===== config.mk =====
export PLATFORM = sky130hd
export DESIGN_NAME = instr_fetch_ctrl
export DESIGN_NICKNAME = d
export VERILOG_FILES = /design/src/rtl/fetch_pkg.sv /design/src/rtl/fetch_fifo.sv /design/src/rtl/instr_fetch_ctrl.sv
export SDC_FILE = /design/constraint.sdc
export NUM_CORES = 1
export LEC_CHECK = 0
export BUFFER_PORTS_ARGS = -buffer_cell sky130_fd_sc_hd__buf_2
export CAP_MARGIN = 20
export CORE_MARGIN = 3
export CORE_UTILIZATION = 25
export DETAILED_ROUTE_END_ITERATION = 12
export PLACE_DENSITY = 0.53
export SYNTH_ARGS = -nofsm -noshare
export SYNTH_HDL_FRONTEND = slang
export SYNTH_HIERARCHICAL = 1
export SYNTH_SLANG_ARGS = --single-unit

===== constraint.sdc =====
create_clock -name clk -period 6.6 [get_ports clk]
set_input_delay 0.33 -clock clk [delete_from_list [all_inputs] [get_ports clk]]
set_output_delay 0.33 -clock clk [all_outputs]
set_load 0.005 [all_outputs]

===== src/rtl/fetch_pkg.sv =====
// Shared types and constants for the instruction fetch controller and its buffer.
package fetch_pkg;

   localparam int unsigned INSTR_BYTES      = 4;
   localparam logic [31:0] DEFAULT_RESET_PC = 32'h0000_0000;

   typedef enum logic [1:0] {
      RUN  = 2'd0,
      HALT = 2'd1,
      ERR  = 2'd2
   } fetch_state_t;

   typedef struct packed {
      logic [31:0] pc;
      logic [31:0] instr;
   } fetch_entry_t;

endpackage


===== src/rtl/fetch_fifo.sv =====
// Fetched-instruction buffer: circular FIFO of {pc, instr} entries with flush.
module fetch_fifo
   import fetch_pkg::*;
#(
   parameter int unsigned DEPTH = 2
) (
   input  logic                         clk,
   input  logic                         rst_n,
   input  logic                         push,
   input  fetch_entry_t                 push_data,
   input  logic                         pop,
   input  logic                         flush,
   output fetch_entry_t                 head,
   output logic [$clog2(DEPTH+1)-1:0]   count
);

   localparam int unsigned PW = (DEPTH > 1) ? $clog2(DEPTH) : 1;
   localparam int unsigned CW = $clog2(DEPTH + 1);

   fetch_entry_t  mem [DEPTH];
   logic [PW-1:0] rd_ptr;
   logic [PW-1:0] wr_ptr;
   logic [CW-1:0] cnt;

   function automatic logic [PW-1:0] bump(input logic [PW-1:0] p);
      return (p == PW'(DEPTH - 1)) ? '0 : p + PW'(1);
   endfunction

   // Pointers and occupancy; flush discards everything, including a same-cycle push/pop.
   always_ff @(posedge clk or negedge rst_n) begin
      if (!rst_n) begin
         rd_ptr <= '0;
         wr_ptr <= '0;
         cnt    <= '0;
      end else if (flush) begin
         rd_ptr <= '0;
         wr_ptr <= '0;
         cnt    <= '0;
      end else begin
         if (push) wr_ptr <= bump(wr_ptr);
         if (pop)  rd_ptr <= bump(rd_ptr);
         cnt <= cnt + CW'(push) - CW'(pop);
      end
   end

   // Storage carries no reset; the head is only meaningful while count is nonzero.
   always_ff @(posedge clk) begin
      if (push && !flush) mem[wr_ptr] <= push_data;
   end

   assign head  = mem[rd_ptr];
   assign count = cnt;

endmodule


===== src/rtl/instr_fetch_ctrl.sv =====
// Instruction fetch controller: run/halt/error FSM, fetch pc, credit-based issue
// into a small response buffer, and redirect/flush handling.
module instr_fetch_ctrl
   import fetch_pkg::*;
#(
   parameter logic [31:0] RESET_PC   = DEFAULT_RESET_PC,
   parameter int unsigned FIFO_DEPTH = 2
) (
   input  logic        clk,
   input  logic        rst_n,
   input  logic        fetch_en,
   input  logic        redirect_valid,
   input  logic [31:0] redirect_pc,
   output logic        imem_req,
   output logic [31:0] imem_addr,
   input  logic [31:0] imem_rdata,
   output logic        out_valid,
   input  logic        out_ready,
   output logic [31:0] out_pc,
   output logic [31:0] out_instr,
   output logic        misalign_err
);

   localparam int unsigned CW = $clog2(FIFO_DEPTH + 1);
   localparam int unsigned OW = CW + 1;

   fetch_state_t  state_q, state_d;
   logic [31:0]   fetch_pc_q, fetch_pc_d;
   logic [31:0]   req_pc_q;
   logic          inflight_q;
   logic          err_q, err_d;
   logic          flush;
   logic          push;
   logic          pop;
   logic          credit;
   logic          misaligned;
   logic [CW-1:0] count;
   logic [OW-1:0] occupancy;
   fetch_entry_t  head;
   fetch_entry_t  push_data;

   assign pop        = out_valid & out_ready;
   assign occupancy  = OW'(count) + OW'(inflight_q) - OW'(pop);
   assign credit     = occupancy < OW'(FIFO_DEPTH);
   assign misaligned = redirect_pc[1:0] != 2'b00;

   // Next state, next fetch pc and request issue; any redirect flushes and kills the inflight word.
   always_comb begin
      state_d    = state_q;
      fetch_pc_d = fetch_pc_q;
      err_d      = err_q;
      flush      = 1'b0;
      imem_req   = 1'b0;
      case (state_q)
         RUN, HALT: begin
            if (redirect_valid) begin
               flush = 1'b1;
               if (misaligned) begin
                  state_d = ERR;
                  err_d   = 1'b1;
               end else begin
                  fetch_pc_d = redirect_pc;
                  state_d    = fetch_en ? RUN : HALT;
               end
            end else begin
               state_d = fetch_en ? RUN : HALT;
               if (rst_n && state_q == RUN && fetch_en && credit) begin
                  imem_req   = 1'b1;
                  fetch_pc_d = fetch_pc_q + 32'(INSTR_BYTES);
               end
            end
         end
         default: begin
            state_d = ERR;
         end
      endcase
   end

   always_ff @(posedge clk or negedge rst_n) begin
      if (!rst_n) begin
         state_q    <= RUN;
         fetch_pc_q <= RESET_PC;
         req_pc_q   <= '0;
         inflight_q <= 1'b0;
         err_q      <= 1'b0;
      end else begin
         state_q    <= state_d;
         fetch_pc_q <= fetch_pc_d;
         inflight_q <= imem_req;
         err_q      <= err_d;
         if (imem_req) req_pc_q <= fetch_pc_q;
      end
   end

   assign push      = inflight_q & ~flush;
   assign push_data = '{pc: req_pc_q, instr: imem_rdata};

   fetch_fifo #(
      .DEPTH (FIFO_DEPTH)
   ) u_fifo (
      .clk       (clk),
      .rst_n     (rst_n),
      .push      (push),
      .push_data (push_data),
      .pop       (pop),
      .flush     (flush),
      .head      (head),
      .count     (count)
   );

   assign imem_addr    = fetch_pc_q;
   assign out_valid    = (count != '0) && (state_q != ERR);
   assign out_pc       = out_valid ? head.pc    : '0;
   assign out_instr    = out_valid ? head.instr : '0;
   assign misalign_err = err_q;

endmodule


== Word-level counts from Yosys, hierarchy flattened ==
Memories as Yosys holds them, arrays and structs flattened.
Cells that the tools add are included.
Storage, ports and cells
  register bits: 72
  bits in writable memories: 128
  bits of input ports: 69
  output and inout port bits: 99
  memories: 1
Memory list
  u_fifo.mem: depth 2, width 64, rd ports 1, clocked after memory_dff 0, write ports 1, RTL line fetch_fifo.sv:20  | fetch_entry_t mem [DEPTH];
Cells by class
  $add $sub $neg: 7
  $lt $le $gt $ge: 1
  equal/unequal tests: 3
  muxes and demuxes: 23
  bitwise gates (word level): 3
  reduce and logical (&&, ||, !) cells: 15
Operators by type and width (count)
  2-to-1 mux 32 bit: 5
  adder 32 x 3 -> 32 bit, second input constant: 1
  2-to-1 mux 1 bit: 14
  nonzero test 2 bit: 5
  2-to-1 mux 2 bit: 4
  AND reduction 3 bit: 2
  logical AND 1 bit: 5
  != test 2 bit, second input constant: 2
  adder 2 x 1 -> 3 bit: 1
  < comparator 3 x 2 -> 1 bit, second input constant: 1
  subtractor 3 x 1 -> 3 bit: 1
  adder 1 bit, second input constant: 2
  adder 2 x 1 -> 2 bit: 1
  bitwise AND 1 bit: 2
  equality test 2 x 1 -> 1 bit, second input constant: 1
  logical NOT 2 bit: 1
  OR reduction 2 bit: 1
  subtractor 2 x 1 -> 2 bit: 1
  logical NOT 1 bit: 1
  inverter 1 bit: 1

== Longest topological paths before layout ==
  depth in word-level cells: 9
  mapped depth: 14
  mapped depth without buffers: 12

== Modules after synthesis ==
The synthesis kept the hierarchy.
By module, submodules not included
  fetch_fifo: instances 1, cells an instance 216, area each 5031.1 µm², seq. area each 3943.8 µm²
  instr_fetch_ctrl: instances 1, cells an instance 469, area each 3849.9 µm², seq. area each 1701.6 µm²

== Least setup slack after synthesis ==
OpenSTA, ideal clock, no wires.
  path kind: input to register
  start point: input redirect_valid
  end point: memory u_fifo/mem[0][0] (netlist bit), enable pin
  setup time: 578 ps
  arrival time: 5478 ps
  data required time: 6022 ps
  setup slack: 544 ps
  stages on the path: 4
  path buffers: 1
  cells stage by stage: buf_2 nand2b_1 and2_1 nor3b_1
On the way
  word-level cells in the longest chain between the ends: 7
  elaborated cells on any way between the ends: 8
Ends and longest elaborated chain
  from (decl): RTL line instr_fetch_ctrl.sv:12  | input logic redirect_valid,
  2-to-1 mux 1 bit: RTL line instr_fetch_ctrl.sv:56  | if (redirect_valid) begin
  2-to-1 mux 1 bit: RTL line instr_fetch_ctrl.sv:54  | case (state_q)
  inverter 1 bit: RTL line instr_fetch_ctrl.sv:95  | assign push = inflight_q & ~flush;
  bitwise AND 1 bit: RTL line instr_fetch_ctrl.sv:95
  via push: RTL line instr_fetch_ctrl.sv:33  | logic push;
  logical AND 1 bit: RTL line fetch_fifo.sv:48  | if (push && !flush) mem[wr_ptr] <= push_data;
  2-to-1 mux 1 bit: RTL line fetch_fifo.sv:48
  2-to-1 mux 1 bit (not written as such): RTL line fetch_fifo.sv:48
  to (decl): RTL line fetch_fifo.sv:20
The timed path passes the listed nets, and every way through them passes these cells.

== Worst setup path after layout ==
  start point: register u_fifo.cnt[1], in the netlist u_fifo/count[1]
  end point: output imem_req
On the way
  word-level cells in the longest chain between the ends: 9
  elaborated cells on any way between the ends: 10
Ends and longest elaborated chain
  from (decl): RTL line fetch_fifo.sv:23  | logic [CW-1:0] cnt;
  from (signal assigned): RTL line fetch_fifo.sv:42  | cnt <= cnt + CW'(push) - CW'(pop);
  nonzero test 2 bit: RTL line instr_fetch_ctrl.sv:112  | assign out_valid = (count != '0) && (state_q != ERR);
  logical AND 1 bit: RTL line instr_fetch_ctrl.sv:112
  bitwise AND 1 bit: RTL line instr_fetch_ctrl.sv:42  | assign pop = out_valid & out_ready;
  via pop: RTL line instr_fetch_ctrl.sv:34  | logic pop;
  subtractor 3 x 1 -> 3 bit: RTL line instr_fetch_ctrl.sv:43  | assign occupancy = OW'(count) + OW'(inflight_q) - OW'(pop);
  < comparator 3 x 2 -> 1 bit: RTL line instr_fetch_ctrl.sv:44  | assign credit = occupancy < OW'(FIFO_DEPTH);
  logical AND 1 bit: RTL line instr_fetch_ctrl.sv:67  | if (rst_n && state_q == RUN && fetch_en && credit) begin
  2-to-1 mux 1 bit: RTL line instr_fetch_ctrl.sv:67
  2-to-1 mux 1 bit: RTL line instr_fetch_ctrl.sv:56
  2-to-1 mux 1 bit: RTL line instr_fetch_ctrl.sv:54
  to (decl): RTL line instr_fetch_ctrl.sv:14  | output logic imem_req,
The timed path passes the listed nets, and every way through them passes these cells.

==> results <==
- The run finished with clean final reports.
- In this run the mean area of a mapped cell was approximately 13 sq um.
- The start of the worst register-to-register path is u_fifo/count[1].
- The share of the synthesized area in the top cell type is a little over two fifths.
- The H-tree was split into 4 levels.
- STA classifies the critical path startpoint as a flip-flop.
- The maximum vdd ir drop is ~0.18 mV.
- Setup violations remaining at the end of the flow were counted as 0.
- For this run, the detailed router's first-pass iteration total came to 5.
- The synthesized design contains 128 enable-type register cells.
- Of the cells placed in the final design, the portion with a size suffix greater than 1 is about 34%.
- The floorplan die height is ~190 um.
- The initial detailed-routing violation count is approximately 290.
- The most numerous cell on the critical path is buf_4.
- After synthesis the netlist holds a flip-flop and latch count of 200.
- Clock skew on the completed layout was measured at around 0.0081 ns.
- In the synthesized netlist the dominant register cell turns out to be edfxtp_1.
- The final number of hold-violating endpoints is 0.
- The post-layout worst setup margin is 2.18 ns.
- The number of antenna violations at the first check in global routing came to 1.
- The worst hold path belongs to the class in2reg.
- The clock-pin slew reported for the worst setup and hold paths after clock tree synthesis is 0.08 ns.
- The final critical path time including I/O delays and setup is 4.42 ns.
- The post-placement worst setup slack is between 2 and 2.5 ns.
- The pin slew with the least headroom to its limit is between 0.9 and 1 ns.
- The number of buffers inserted by port buffering is 167.
- Of all nets on the critical path, the largest fanout is 66.
- The slowest stage of the critical path belongs to the cell buf_4.
- The number of placed instances, taps included, is 1277.
- Setup repair after global routing left no endpoint under its margin.
- The proportion of synthesized chip area in sequential cells is a little under two thirds.
- The endpoint of the worst-slack reg-to-reg timing path is imem_addr[20].
- Traced cell by cell, the critical path runs through nor2_1 > a21oi_4 > buf_4 > and2_1 > ha_1 > nand2b_1 > fa_1 > xor2_1 > or3_1 > buf_4 > inv_1 > buf_4 > buf_2.
- The die footprint is 37800 sq um.
- For the worst-skew pair, the clock arrives at the later sink with an insertion delay of 0.43 ns.
- The delay of the slowest cell on the worst path is 0.50 ns.
- Entering global routing, the biggest net connects 67 pins.
- Row generation in the floorplan step produced 68 rows.
- The number of global-route vias before repair is between 5000 and 6000.
- The worst-case headroom to the max-slew limit is 34.5%.
- In the routed layout, each cell is associated on average with a via count of between 4 and 5.
- Counting every sink on the clock net gives 200.
- STA classifies the critical path endpoint as an output port.
- TritonCTS built the clock tree.
- In the routed design, unresolved DRC markers number 0.
- Clock tree synthesis inserted a total of 17 buffers.
- The final global-route overflow total is 0.
- The aggregate routed wire length is 22.4 mm.
- The destination of the worst hold path is u_fifo/mem[0][29].
- The worst hold path startpoint is imem_rdata[29].
- The arrival time at the worst endpoint is 4.09 ns.
- The total power per unit cell area is between 200 and 300 nW/um^2.
- The first global-routing pass estimated 33.8 mm of wire.
- No sink is reached through more buffers than the 2 on the longest clock path.
- The die is 194 um wide.
- The combined global-route utilization of all metal layers is 11.7%.
- The final-layout setup total negative slack is 0 ns.
- Once the floorplan was initialized, standard cells occupied between 20% and 30% of the core.
- The number of antenna diodes in the final layout is 0.
- Detailed placement finished with a half-perimeter wire length of 15.4 mm.
- Routability-driven placement finished with a final weighted congestion of 0.771.
- Summed over all instances, the cell type with the most area after synthesis is edfxtp_1.
- After clock tree synthesis, the repair step resized 0 gates.
- For flop-to-flop paths, the worst setup slack is between 2 and 2.5 ns.
- The power consumption is 2.80 mW.
- The post-synthesis instance total is 685.
- Once detail routing completed, the nets flagged for antenna violations numbered 0.
- The CTS root buffer is clkbuf_16.
- Dividing the final minimum period by the clock period gives 67.0%.
- The critical path is of the reg2out type.
- The total number of yosys warnings is 6.
- The routed layout has 5709 vias.
- The count of cell types in the netlist is 57.
- For this design the static power due to leakage is 4.58 nW.
- The netlist area before placement is 8880 sq um.
- The number of nets produced by synthesis is roughly 760.
- The hold-critical path depth is 1.
- Max-cap violations in this run came to 0.
- In this run the count of I/O pins placed on the die edge is 168.
- The number of non-filler instances in the completed layout is between 1000 and 1500.
- Measured in cells, the most critical reg-to-reg path has a length of 14.
- After the last flow step, the layout net total stands at 917.
- The achievable clock frequency is 0.226 GHz.
- Counting flops with an async set or reset pin after synthesis yields a share of 36.0%.
- In the post-synthesis netlist, the biggest area contributors are edfxtp_1 43%, dfrtp_1 20%, mux2_4 8.5%, and2_1 4.8%, nand2_1 4.4%.
- The per-cell routed wire length is 17.1 um.
- The count of pins over their slew limit is 0.
- The region available for standard cell placement spans 34800 sq um.
- Relative to the synthesized area, the layout overhead comes to 21.0%.
- Data on the critical path is required at its endpoint by 6.27 ns.
registers in the layout, summed over array words and instances (netlist names):
name	cells
u_fifo/rd_ptr	1
imem_addr	32
u_fifo/wr_ptr	1
state_q	2
req_pc_q	32
misalign_err	1
u_fifo/mem	128
inflight_q	1
u_fifo/count	2
worst max path at each step:
stage                     depth (start not counted)            start               end  slack (ns)
after floorplan                                   4   redirect_valid  u_fifo/mem[0][0]        0.54
after global placement                           14  u_fifo/count[1]     imem_addr[20]        2.45
after detailed placement                         14  u_fifo/count[1]     imem_addr[20]        2.33
after CTS                                        13  u_fifo/count[1]          imem_req        2.03
after global routing                             13  u_fifo/count[1]          imem_req        1.84
final                                            13  u_fifo/count[1]          imem_req        2.18
kinds of logic after synthesis:
kind of cell    synth area share (%)
mux                             10.7
simple gates                    14.3
flops                           63.6
xor+xnor                       0.549
buf+inv                         2.90
compound gates                  7.19
fa+ha+maj                      0.789
cell usage after synthesis (3+ instances only):
master and number:
edfxtp_1 128, nand2_1 104, dfrtp_1 72, and2_1 68, mux2_4 50, a21oi_1 39
o21ai_0 29, nor2_1 25, clkbuf_1 19, nand3_1 16, mux2_2 14, inv_1 12
buf_2 11, o22ai_1 8, buf_6 6, nand4_1 6, o31ai_1 6, or3_1 6
nor3_1 5, a22oi_1 4, ha_1 4, mux2i_1 4, a31o_2 3, nand2b_1 3
worst max-delay path, delay by kind of cell, from the launching register on:
kind / cells / cell delay [ns]
xor gates and xnor gates: 1 / 0.18
DFF: 1 / 0.42
adders and majority gates: 2 / 0.63
buffers and inverters: 5 / 1.42
AOI/OAI and AO/OA: 1 / 0.11
and+or+nand+nor: 4 / 0.88
through the flow:
stage | hold WS, ns | util (%) | area, sq um
4_1_cts | 0.0592 | 30.8 | 10700
3_5_place_dp | 0.347 | 29.2 | 10200
6_report | 0.0870 | 30.9 | 10700
5_1_grt | 0.0540 | 30.9 | 10700
3_3_place_gp | 0.361 | 29.2 | 10200
2_1_floorplan | 0.0344 | - | 8880
power by group:
part / switching (mW) / internal (mW) / leakage (nW)
clock: 0.484 / 0.502 / 0.262
sequential: 0.0746 / 1.37 / 2.15
combinational: 0.162 / 0.206 / 2.17
layout make-up:
type                            count  area, sq um
Fill cell                        3546        24100
Multi-Input combinational cell    434         3000
Sequential cell                   200         5650
Clock buffer                       18          439
Inverter                           12         45.0
Timing Repair Buffer              178          927
Tap cell                          455          569
Clock inverter                     14          114
placed cells by master, fill, tap and decap left out, types with 2 or more instances in the layout:
cell type | Yosys | routed
buf_2 | 11 | 166
edfxtp_1 | 128 | 128
nand2_1 | 104 | 104
dfrtp_1 | 72 | 71
and2_1 | 68 | 68
mux2_4 | 50 | 50
a21oi_1 | 39 | 38
o21ai_0 | 29 | 29
nor2_1 | 25 | 25
clkbuf_16 | 0 | 17
nand3_1 | 16 | 16
mux2_2 | 14 | 14
inv_1 | 12 | 12
buf_4 | 2 | 10
o22ai_1 | 8 | 8
or3_1 | 6 | 6
nand4_1 | 6 | 6
o31ai_1 | 6 | 6
nor3_1 | 5 | 5
inv_6 | 0 | 5
a22oi_1 | 4 | 4
mux2i_1 | 4 | 4
ha_1 | 4 | 4
clkinvlp_4 | 0 | 4
nand2b_1 | 3 | 3
a31o_2 | 3 | 3
or2_2 | 2 | 2
a21o_1 | 2 | 2
nor4_1 | 2 | 2
and3_1 | 2 | 2
nor2b_1 | 2 | 2
a2bb2oi_1 | 2 | 2
a32oi_1 | 2 | 2
inv_8 | 0 | 2
xnor2_1 | 2 | 2
repair_timing:
action                                  4_1_cts  5_1_grt
endpoints found under the setup margin        0        0
buffers inserted                              0        0
hold endpoints to repair                     37        0
hold buffers                                  1        0
metal layers:
metal,wire length [um],share of wire [%],vias to the layer above,GRT usage [%]
met5,13,0.058,-,0
met4,316,1.4,2,3.40
met3,1570,7.0,19,3.74
met2,9720,43,191,17.0
met1,10800,48,2743,16.7
li1,-,-,2754,-
Power figures use the tool's default switching activity.
